--- src/rtl/wb_rr_arbiter_pkg.sv ---
// Shared types and helpers for the round-robin Wishbone arbiter.
package wb_arb_pkg;

  // Widest controller count the helpers are sized for.
  localparam int MAX_N = 16;

  typedef enum logic [0:0] {
    IDLE  = 1'b0,
    GRANT = 1'b1
  } arb_state_t;

  // One-hot vector with bit idx set, limited to the lowest n bits.
  function automatic logic [MAX_N-1:0] onehot(input int idx, input int n);
    logic [MAX_N-1:0] v;
    v = '0;
    for (int k = 0; k < MAX_N; k++) begin
      if ((k == idx) && (k < n)) v[k] = 1'b1;
      else v[k] = 1'b0;
    end
    return v;
  endfunction

  // Bits needed to hold an outstanding count from 0 up to max_out.
  function automatic int cnt_width(input int max_out);
    return $clog2(max_out + 1);
  endfunction

endpackage

--- src/rtl/wb_rr_arbiter_if.sv ---
// Bundle of controller-side and device-side Wishbone signals around the arbiter.
interface wb_rr_arbiter_if #(
  parameter int N_CTRL     = 4,
  parameter int DATA_WIDTH = 8
);
  logic [N_CTRL-1:0]            cyc_i;
  logic [N_CTRL-1:0]            stb_i;
  logic [N_CTRL*DATA_WIDTH-1:0] dat_i;
  logic [N_CTRL-1:0]            stall_o;
  logic [N_CTRL-1:0]            ack_o;
  logic [N_CTRL-1:0]            grant_o;
  logic                         cyc_o;
  logic                         stb_o;
  logic [DATA_WIDTH-1:0]        dat_o;
  logic                         stall_i;
  logic                         ack_i;

  // Arbiter side.
  modport slave (
    input  cyc_i, stb_i, dat_i, stall_i, ack_i,
    output stall_o, ack_o, grant_o, cyc_o, stb_o, dat_o
  );

  // Controllers plus shared device side.
  modport master (
    output cyc_i, stb_i, dat_i, stall_i, ack_i,
    input  stall_o, ack_o, grant_o, cyc_o, stb_o, dat_o
  );
endinterface

--- src/rtl/wb_rr_arbiter_pick.sv ---
// Round-robin pick: first set request bit strictly after last, wrapping around.
module wb_rr_pick #(
  parameter int N  = 4,
  parameter int IW = (N > 1) ? $clog2(N) : 1
) (
  input  logic [N-1:0]  req_i,
  input  logic [IW-1:0] last_i,
  output logic [IW-1:0] idx_o,
  output logic          valid_o
);
  logic [N-1:0]   above_s;
  logic [2*N-1:0] dbl_s;
  logic [IW:0]    first_s;

  // Lower half holds requests above last, upper half all requests (the wrap).
  always_comb begin
    above_s = '0;
    for (int k = 0; k < N; k++) begin
      if (k > int'(last_i)) above_s[k] = 1'b1;
      else above_s[k] = 1'b0;
    end
    dbl_s = {req_i, req_i & above_s};
    first_s = '0;
    for (int j = 2*N-1; j >= 0; j--) begin
      if (dbl_s[j]) first_s = (IW+1)'(j);
      else first_s = first_s;
    end
    valid_o = |req_i;
    if (first_s >= (IW+1)'(N)) idx_o = IW'(first_s - (IW+1)'(N));
    else idx_o = first_s[IW-1:0];
  end
endmodule

--- src/rtl/wb_rr_arbiter.sv ---
// Round-robin arbiter sharing one pipelined Wishbone device among N_CTRL controllers.
module wb_rr_arbiter
  import wb_arb_pkg::*;
#(
  parameter int N_CTRL     = 4,
  parameter int DATA_WIDTH = 8,
  parameter int MAX_OUT    = 4
) (
  input logic            clk_i,
  input logic            rst_ni,
  wb_rr_arbiter_if.slave bus
);
  localparam int IW = (N_CTRL > 1) ? $clog2(N_CTRL) : 1;
  localparam int CW = cnt_width(MAX_OUT);
  localparam logic [IW-1:0] LAST_RST = IW'(N_CTRL - 1);
  localparam logic [CW-1:0] OUT_FULL = CW'(MAX_OUT);

  arb_state_t            state_r, state_nxt_s;
  logic [IW-1:0]         owner_r, owner_nxt_s, last_r, last_nxt_s;
  logic [CW-1:0]         out_r, out_nxt_s, cnt_nxt_s;
  logic [N_CTRL-1:0]     grant_r, grant_nxt_s;
  logic [MAX_N-1:0]      own_oh_w_s, pick_oh_w_s;
  logic [N_CTRL-1:0]     own_oh_s, pick_oh_s, pick_req_s;
  logic [IW-1:0]         pick_last_s, pick_idx_s;
  logic                  pick_valid_s;
  logic                  full_s, accept_s, ret_s, cyc_s, stb_s;
  logic [DATA_WIDTH-1:0] dat_s;
  logic [N_CTRL-1:0]     ack_s, stall_s;

  assign own_oh_w_s  = onehot(int'(owner_r), N_CTRL);
  assign own_oh_s    = own_oh_w_s[N_CTRL-1:0];
  assign pick_oh_w_s = onehot(int'(pick_idx_s), N_CTRL);
  assign pick_oh_s   = pick_oh_w_s[N_CTRL-1:0];
  assign full_s      = (out_r == OUT_FULL);

  // Idle: search all requests after last; handover: exclude the departing owner, search after it.
  always_comb begin
    if (state_r == GRANT) begin
      pick_req_s  = bus.cyc_i & ~own_oh_s;
      pick_last_s = owner_r;
    end else begin
      pick_req_s  = bus.cyc_i;
      pick_last_s = last_r;
    end
  end

  wb_rr_pick #(.N(N_CTRL), .IW(IW)) u_pick (
    .req_i   (pick_req_s),
    .last_i  (pick_last_s),
    .idx_o   (pick_idx_s),
    .valid_o (pick_valid_s)
  );

  // Route the owner onto the device and device responses back to the owner only.
  always_comb begin
    cyc_s   = 1'b0;
    stb_s   = 1'b0;
    dat_s   = '0;
    ack_s   = '0;
    stall_s = bus.cyc_i & bus.stb_i;
    if (state_r == GRANT) begin
      cyc_s          = bus.cyc_i[owner_r];
      stb_s          = bus.cyc_i[owner_r] & bus.stb_i[owner_r] & ~full_s;
      dat_s          = bus.dat_i[int'(owner_r)*DATA_WIDTH +: DATA_WIDTH];
      ack_s[owner_r] = bus.ack_i & bus.cyc_i[owner_r];
      stall_s[owner_r] = bus.cyc_i[owner_r] & bus.stb_i[owner_r] & (bus.stall_i | full_s);
    end else begin
      cyc_s = 1'b0;
    end
  end

  assign bus.cyc_o   = cyc_s;
  assign bus.stb_o   = stb_s;
  assign bus.dat_o   = dat_s;
  assign bus.ack_o   = ack_s;
  assign bus.stall_o = stall_s;
  assign bus.grant_o = grant_r;

  // Outstanding count: acks arriving with nothing outstanding are ignored.
  always_comb begin
    accept_s = stb_s & ~bus.stall_i;
    ret_s    = bus.ack_i & cyc_s;
    if (accept_s && !ret_s) cnt_nxt_s = out_r + CW'(1);
    else if (ret_s && !accept_s && (out_r != '0)) cnt_nxt_s = out_r - CW'(1);
    else cnt_nxt_s = out_r;
  end

  // Grant FSM: pick an owner, hold it while cyc is high, hand over on release.
  always_comb begin
    state_nxt_s = state_r;
    owner_nxt_s = owner_r;
    last_nxt_s  = last_r;
    out_nxt_s   = out_r;
    grant_nxt_s = grant_r;
    case (state_r)
      IDLE: begin
        out_nxt_s = '0;
        if (pick_valid_s) begin
          state_nxt_s = GRANT;
          owner_nxt_s = pick_idx_s;
          grant_nxt_s = pick_oh_s;
        end else begin
          grant_nxt_s = '0;
        end
      end
      GRANT: begin
        if (!bus.cyc_i[owner_r]) begin
          last_nxt_s = owner_r;
          out_nxt_s  = '0;
          if (pick_valid_s) begin
            owner_nxt_s = pick_idx_s;
            grant_nxt_s = pick_oh_s;
          end else begin
            state_nxt_s = IDLE;
            grant_nxt_s = '0;
          end
        end else begin
          out_nxt_s = cnt_nxt_s;
        end
      end
      default: begin
        state_nxt_s = IDLE;
        out_nxt_s   = '0;
        grant_nxt_s = '0;
      end
    endcase
  end

  // State registers; reset drops any in-flight downstream cycle.
  always_ff @(posedge clk_i) begin
    if (!rst_ni) begin
      state_r <= IDLE;
      owner_r <= '0;
      last_r  <= LAST_RST;
      out_r   <= '0;
      grant_r <= '0;
    end else begin
      state_r <= state_nxt_s;
      owner_r <= owner_nxt_s;
      last_r  <= last_nxt_s;
      out_r   <= out_nxt_s;
      grant_r <= grant_nxt_s;
    end
  end
endmodule

--- src/flat_wrapper.sv ---
// flat-port wrapper written by rule: the top's interface ports become plain ports
module wb_rr_arbiter_flat import wb_arb_pkg::*;
#(
  parameter int N_CTRL     = 4,
  parameter int DATA_WIDTH = 8,
  parameter int MAX_OUT    = 4
)
  (clk_i, rst_ni, bus_cyc_i, bus_stb_i, bus_dat_i, bus_stall_i, bus_ack_i, bus_stall_o, bus_ack_o, bus_grant_o, bus_cyc_o, bus_stb_o, bus_dat_o);
  wb_rr_arbiter_if #(.N_CTRL(N_CTRL), .DATA_WIDTH(DATA_WIDTH)) bus_i ();
  input logic clk_i;
  input logic rst_ni;
  input wire logic [$bits(bus_i.cyc_i)-1:0] bus_cyc_i;
  input wire logic [$bits(bus_i.stb_i)-1:0] bus_stb_i;
  input wire logic [$bits(bus_i.dat_i)-1:0] bus_dat_i;
  input wire logic [$bits(bus_i.stall_i)-1:0] bus_stall_i;
  input wire logic [$bits(bus_i.ack_i)-1:0] bus_ack_i;
  output wire logic [$bits(bus_i.stall_o)-1:0] bus_stall_o;
  output wire logic [$bits(bus_i.ack_o)-1:0] bus_ack_o;
  output wire logic [$bits(bus_i.grant_o)-1:0] bus_grant_o;
  output wire logic [$bits(bus_i.cyc_o)-1:0] bus_cyc_o;
  output wire logic [$bits(bus_i.stb_o)-1:0] bus_stb_o;
  output wire logic [$bits(bus_i.dat_o)-1:0] bus_dat_o;
  assign bus_i.cyc_i = bus_cyc_i;
  assign bus_i.stb_i = bus_stb_i;
  assign bus_i.dat_i = bus_dat_i;
  assign bus_i.stall_i = bus_stall_i;
  assign bus_i.ack_i = bus_ack_i;
  assign bus_stall_o = bus_i.stall_o;
  assign bus_ack_o = bus_i.ack_o;
  assign bus_grant_o = bus_i.grant_o;
  assign bus_cyc_o = bus_i.cyc_o;
  assign bus_stb_o = bus_i.stb_o;
  assign bus_dat_o = bus_i.dat_o;
  wb_rr_arbiter #(.N_CTRL(N_CTRL), .DATA_WIDTH(DATA_WIDTH), .MAX_OUT(MAX_OUT)) u_core (.clk_i(clk_i), .rst_ni(rst_ni), .bus(bus_i));
endmodule
--- config.mk ---
export PLATFORM = sky130hd
export DESIGN_NAME = wb_rr_arbiter_flat
export DESIGN_NICKNAME = d
export VERILOG_FILES = /design/src/rtl/wb_rr_arbiter_pkg.sv /design/src/rtl/wb_rr_arbiter_if.sv /design/src/rtl/wb_rr_arbiter_pick.sv /design/src/rtl/wb_rr_arbiter.sv /design/src/flat_wrapper.sv
export SDC_FILE = /design/constraint.sdc
export NUM_CORES = 1
export LEC_CHECK = 0
export CAP_MARGIN = 20
export CORE_ASPECT_RATIO = 1.1
export CORE_MARGIN = 1.5
export CORE_UTILIZATION = 41
export CTS_CLUSTER_SIZE = 28
export DETAILED_ROUTE_END_ITERATION = 10
export PLACE_DENSITY = 0.85
export SYNTH_ARGS = -nofsm -noshare
export SYNTH_HDL_FRONTEND = slang
export SYNTH_SLANG_ARGS = --single-unit
--- constraint.sdc ---
create_clock -name clk_i -period 5.6 [get_ports clk_i]
set_clock_uncertainty 0.05 [all_clocks]
set_input_delay 1.12 -clock clk_i [delete_from_list [all_inputs] [get_ports clk_i]]
set_output_delay 1.12 -clock clk_i [all_outputs]
set_load 0.05 [all_outputs]
==> run summary <==
The arrival time at the worst endpoint is 3590 ps. The part of the Yosys area used for sequential elements was 0.206; the number of I/O port buffers was 65. The utilization after layout came out at 0.674. The logs give 0.00182 mm² for the cell area after placement and 133 for the synthesized netlist cell count. The first global-routing pass estimated 5.27 mm of wire. The tools report the count of synthesis-stage warnings from yosys as 0. By area the synthesized netlist is led by dfxtp_1 21%, mux4_2 17%, and2_1 5.4%. Once routing completed, OpenROAD measured the worst setup slack at 838 ps. The number of max-capacitance violations reported came out at 0.

Internal power comes to 0.000258 W. In this run, synthesis inferred 0 flip-flops with an integrated enable. Total core area: 0.00273 mm². Counting tap cells, the placed design contains a total of 224 instances. The tools report the leakage dissipation as 0.673 nW. The fraction of final layout cells with drive strength greater than 1 works out to 0.113. Required time reported for the critical path endpoint: 4430 ps. The number of endpoints with negative hold slack in the final report was 0.

Setup repair after global routing left no endpoint under its margin. Maximum ir drop on the vdd rail: 0.203 mV. The tools report the part of the power in the clock network as 0.106. The average instance in the mapped netlist occupies 8.78 µm². Dividing the detail-routed via count by the number of cells gives 5.68. The cell area after layout is 0.00184 mm², and the cell depth of the worst hold path is 1. Type of destination of the critical path: a primary output. Clock-pin slew reported for the worst setup and hold paths after clock tree synthesis: 60 ps.

Counting every sink on the clock net gives 12. The tools report the area of the mapped netlist as 0.00117 mm². The largest buffer count on any clock path came out at 2. Counting instances in the post-synthesis netlist gives the leading cell types as 14 x nand2_1, 12 x dfxtp_1, 10 x and2_1, 10 x inv_1, 9 x mux4_2.

The number of storage elements in the synthesis netlist is 12, and the final setup violation count is 0. Following the worst setup path forward leads to its endpoint at bus_stall_o[0]. The total overflow left after global routing is 0.

The tools report the share of power burned in registers as 0.260. The later pin in the worst-skew pair is clocked with a latency of 260 ps. The logs give 0 for the initial antenna violation count and 20 for the largest net degree at the start of global routing. The post-route clock period utilization came out at 0.850. The run gives 0 as the number of buffers inserted by hold repair at cts.

The effective utilization at floorplan is 0.428, and the horizontal extent of the die is 53.9 µm. The worst setup path is launched from an input pin. The share of flip-flops with an asynchronous set or reset is 0. Dividing total power by cell area gives a power density of 254 mW/mm². At the end of the flow, the number of nets in the layout was 241. For flop-to-flop paths, the worst setup slack is 2870 ps.

The path class of the lowest-slack min-delay path was reg -> reg. The commonest register cell after synthesis was dfxtp_1. For this block, the initial DRC count from the detailed router was 28.

The final wirelength was 3.55 mm. The area growth from synthesis to layout is 57.6%. The most common cell in the synthesized netlist was nand2_1.

TritonCTS built the clock tree. The via count of the first global-routing pass was 1217. The smallest clock period supported by the final layout is computed as 4760 ps. The peak fanout along the critical path is 8, and the relative max-transition margin is 0.506. Before antenna repair, the detailed router went through 4 iterations.

Measured along the y axis, the die boundary spans 59.0 µm. The worst setup path is of the in -> out kind. For the number of CTS-inserted buffers, the log shows 3. The number of resized instances in the post-cts repair step was 0. The net switching power is 0.000208 W.

The number of design rule violations left after detail routing was 0. In this run the remaining antenna-violating nets after routing total 0. The endpoint identified for the worst register-to-register timing path is u_core.out_r[2]$_SDFFE_PN0P_.

Yosys mapped the design onto 42 distinct sky130hd cell types. The flow ran to the end, and the final reports show no timing, DRC or antenna violations. The highest clock frequency the design can meet was 210 MHz. The fraction of power spent switching nets was 0.447; the area of the die was 0.00318 mm².

The tools report the maximum level of the CTS H-tree as 1. The tree is rooted in a clkbuf_4. The share of Yosys cell area claimed by the top area cell type came out at 0.206. Buffers added to address setup during post-CTS repair amount to 0. The tools report the count of standard-cell rows as 20. After the flow finishes, the layout carries non-filler instances totaling 227. The tools report the total via count in the routed design as 1289. The total global routing track utilization was 0.221; the number of pins exceeding their max-slew limit in the final report was 0.

For the pin with the worst max-slew slack, the measured transition is 740 ps. The global placer's final weighted congestion is 0.932. The tools report the combinational share of power as 0.635. 0 antenna diodes ended up in the layout. dfxtp_1 takes more of the synthesized area than any other cell.

The I/O pin total is 66, and the setup slack after placement is 860 ps. The placed wire-length estimate was 2.88 mm; the length in cells of the worst reg-to-reg path was 9. The startpoint of the worst setup timing path was bus_cyc_i[1]. Dividing the detail-routed wire length by the instance count gives 15.7 µm.

For the final routed database, the setup TNS stands at 0 ps. In this run the critical register-to-register path is launched from u_core.owner_r[1]$_SDFFE_PN0P_. The number of nets in the synthesized netlist is 178.
## cell families after synthesis
kind of cell,count (synthesis),synth area share
AOI/OAI and AO/OA,35,0.240
xor gates and xnor gates,1,0.00750
adders and majority gates,1,0.0171
buffers and inverters,18,0.0750
DFF,12,0.206
muxes,16,0.241
and+or+nand+nor,50,0.213
## how the worst min path moves through the flow
stage | slack (ps) | to | startpoint
after CTS | 430 | u_core.bus.grant_o[1]$_SDFFE_PN0P_ | u_core.bus.grant_o[1]$_SDFFE_PN0P_
after global routing | 440 | u_core.bus.grant_o[0]$_SDFFE_PN0P_ | u_core.bus.grant_o[0]$_SDFFE_PN0P_
after detailed placement | 410 | u_core.bus.grant_o[2]$_SDFFE_PN0P_ | u_core.bus.grant_o[2]$_SDFFE_PN0P_
final | 420 | u_core.bus.grant_o[1]$_SDFFE_PN0P_ | u_core.bus.grant_o[1]$_SDFFE_PN0P_
after global placement | 400 | u_core.bus.grant_o[0]$_SDFFE_PN0P_ | u_core.bus.grant_o[0]$_SDFFE_PN0P_
after floorplan | 420 | u_core.last_r[0]$_SDFFE_PN1P_ | u_core.last_r[0]$_SDFFE_PN1P_
## registers in the layout (all words and copies together) (netlist names)
name / count
u_core.bus.grant_o: 4
u_core.out_r: 3
u_core.last_r: 2
u_core.owner_r: 2
u_core.state_r: 1
## through the flow
step | hold WS [ps] | total power, W
2_1_floorplan | 419 | 0.000328
3_3_place_gp | 399 | 0.000413
3_5_place_dp | 407 | 0.000419
4_1_cts | 430 | 0.000469
5_1_grt | 441 | 0.000495
6_report | 425 | 0.000466
## cells in the final DEF, fill, tap and decap left out, types with 2 or more instances in the layout
cell	n
o32ai_1	2
inv_1	10
nand2_1	14
mux2i_1	3
dfxtp_1	12
nand4_1	2
a32o_1	3
nand3_1	6
mux2_2	3
and3_1	3
and2_1	10
o211ai_1	4
o22ai_1	2
nor2_1	8
o21ai_0	8
a21oi_1	2
mux4_2	9
nand2b_1	2
o31ai_1	2
nor3_1	2
clkdlybuf4s50_1	65
clkbuf_4	3
## worst max-delay path, stage by stage
cell	delay [ps]
clkdlybuf4s50_1	620
mux2_4	230
a22o_4	170
nand2_1	80
or2_1	270
o32ai_1	250
clkdlybuf4s50_1	850
## cell type report
| class | instances | area, µm² |
|---|---|---|
| Inverter | 10 | 37.5 |
| Timing Repair Buffer | 66 | 658 |
| Clock buffer | 3 | 22.5 |
| Sequential cell | 12 | 240 |
| Fill cell | 223 | 888 |
| Multi-Input combinational cell | 103 | 840 |
| Tap cell | 33 | 41.3 |
## power by group through the flow
stage               Sequential, W  Clock (W)  Combinational, W
floorplan                0.000120          0          0.000208
global placement         0.000123          0          0.000290
detailed placement       0.000123          0          0.000295
CTS                      0.000121  0.0000506          0.000296
global route             0.000125  0.0000544          0.000316
finish                   0.000121  0.0000492          0.000296
## layer usage
layer,track usage,wire length [µm],part of all wire
met2,0.395,1690,0.48
met4,0.0366,31,0.0087
met3,0.0685,512,0.14
met1,0.255,1320,0.37
met5,0,0,0
Power figures use the tool's default switching activity.
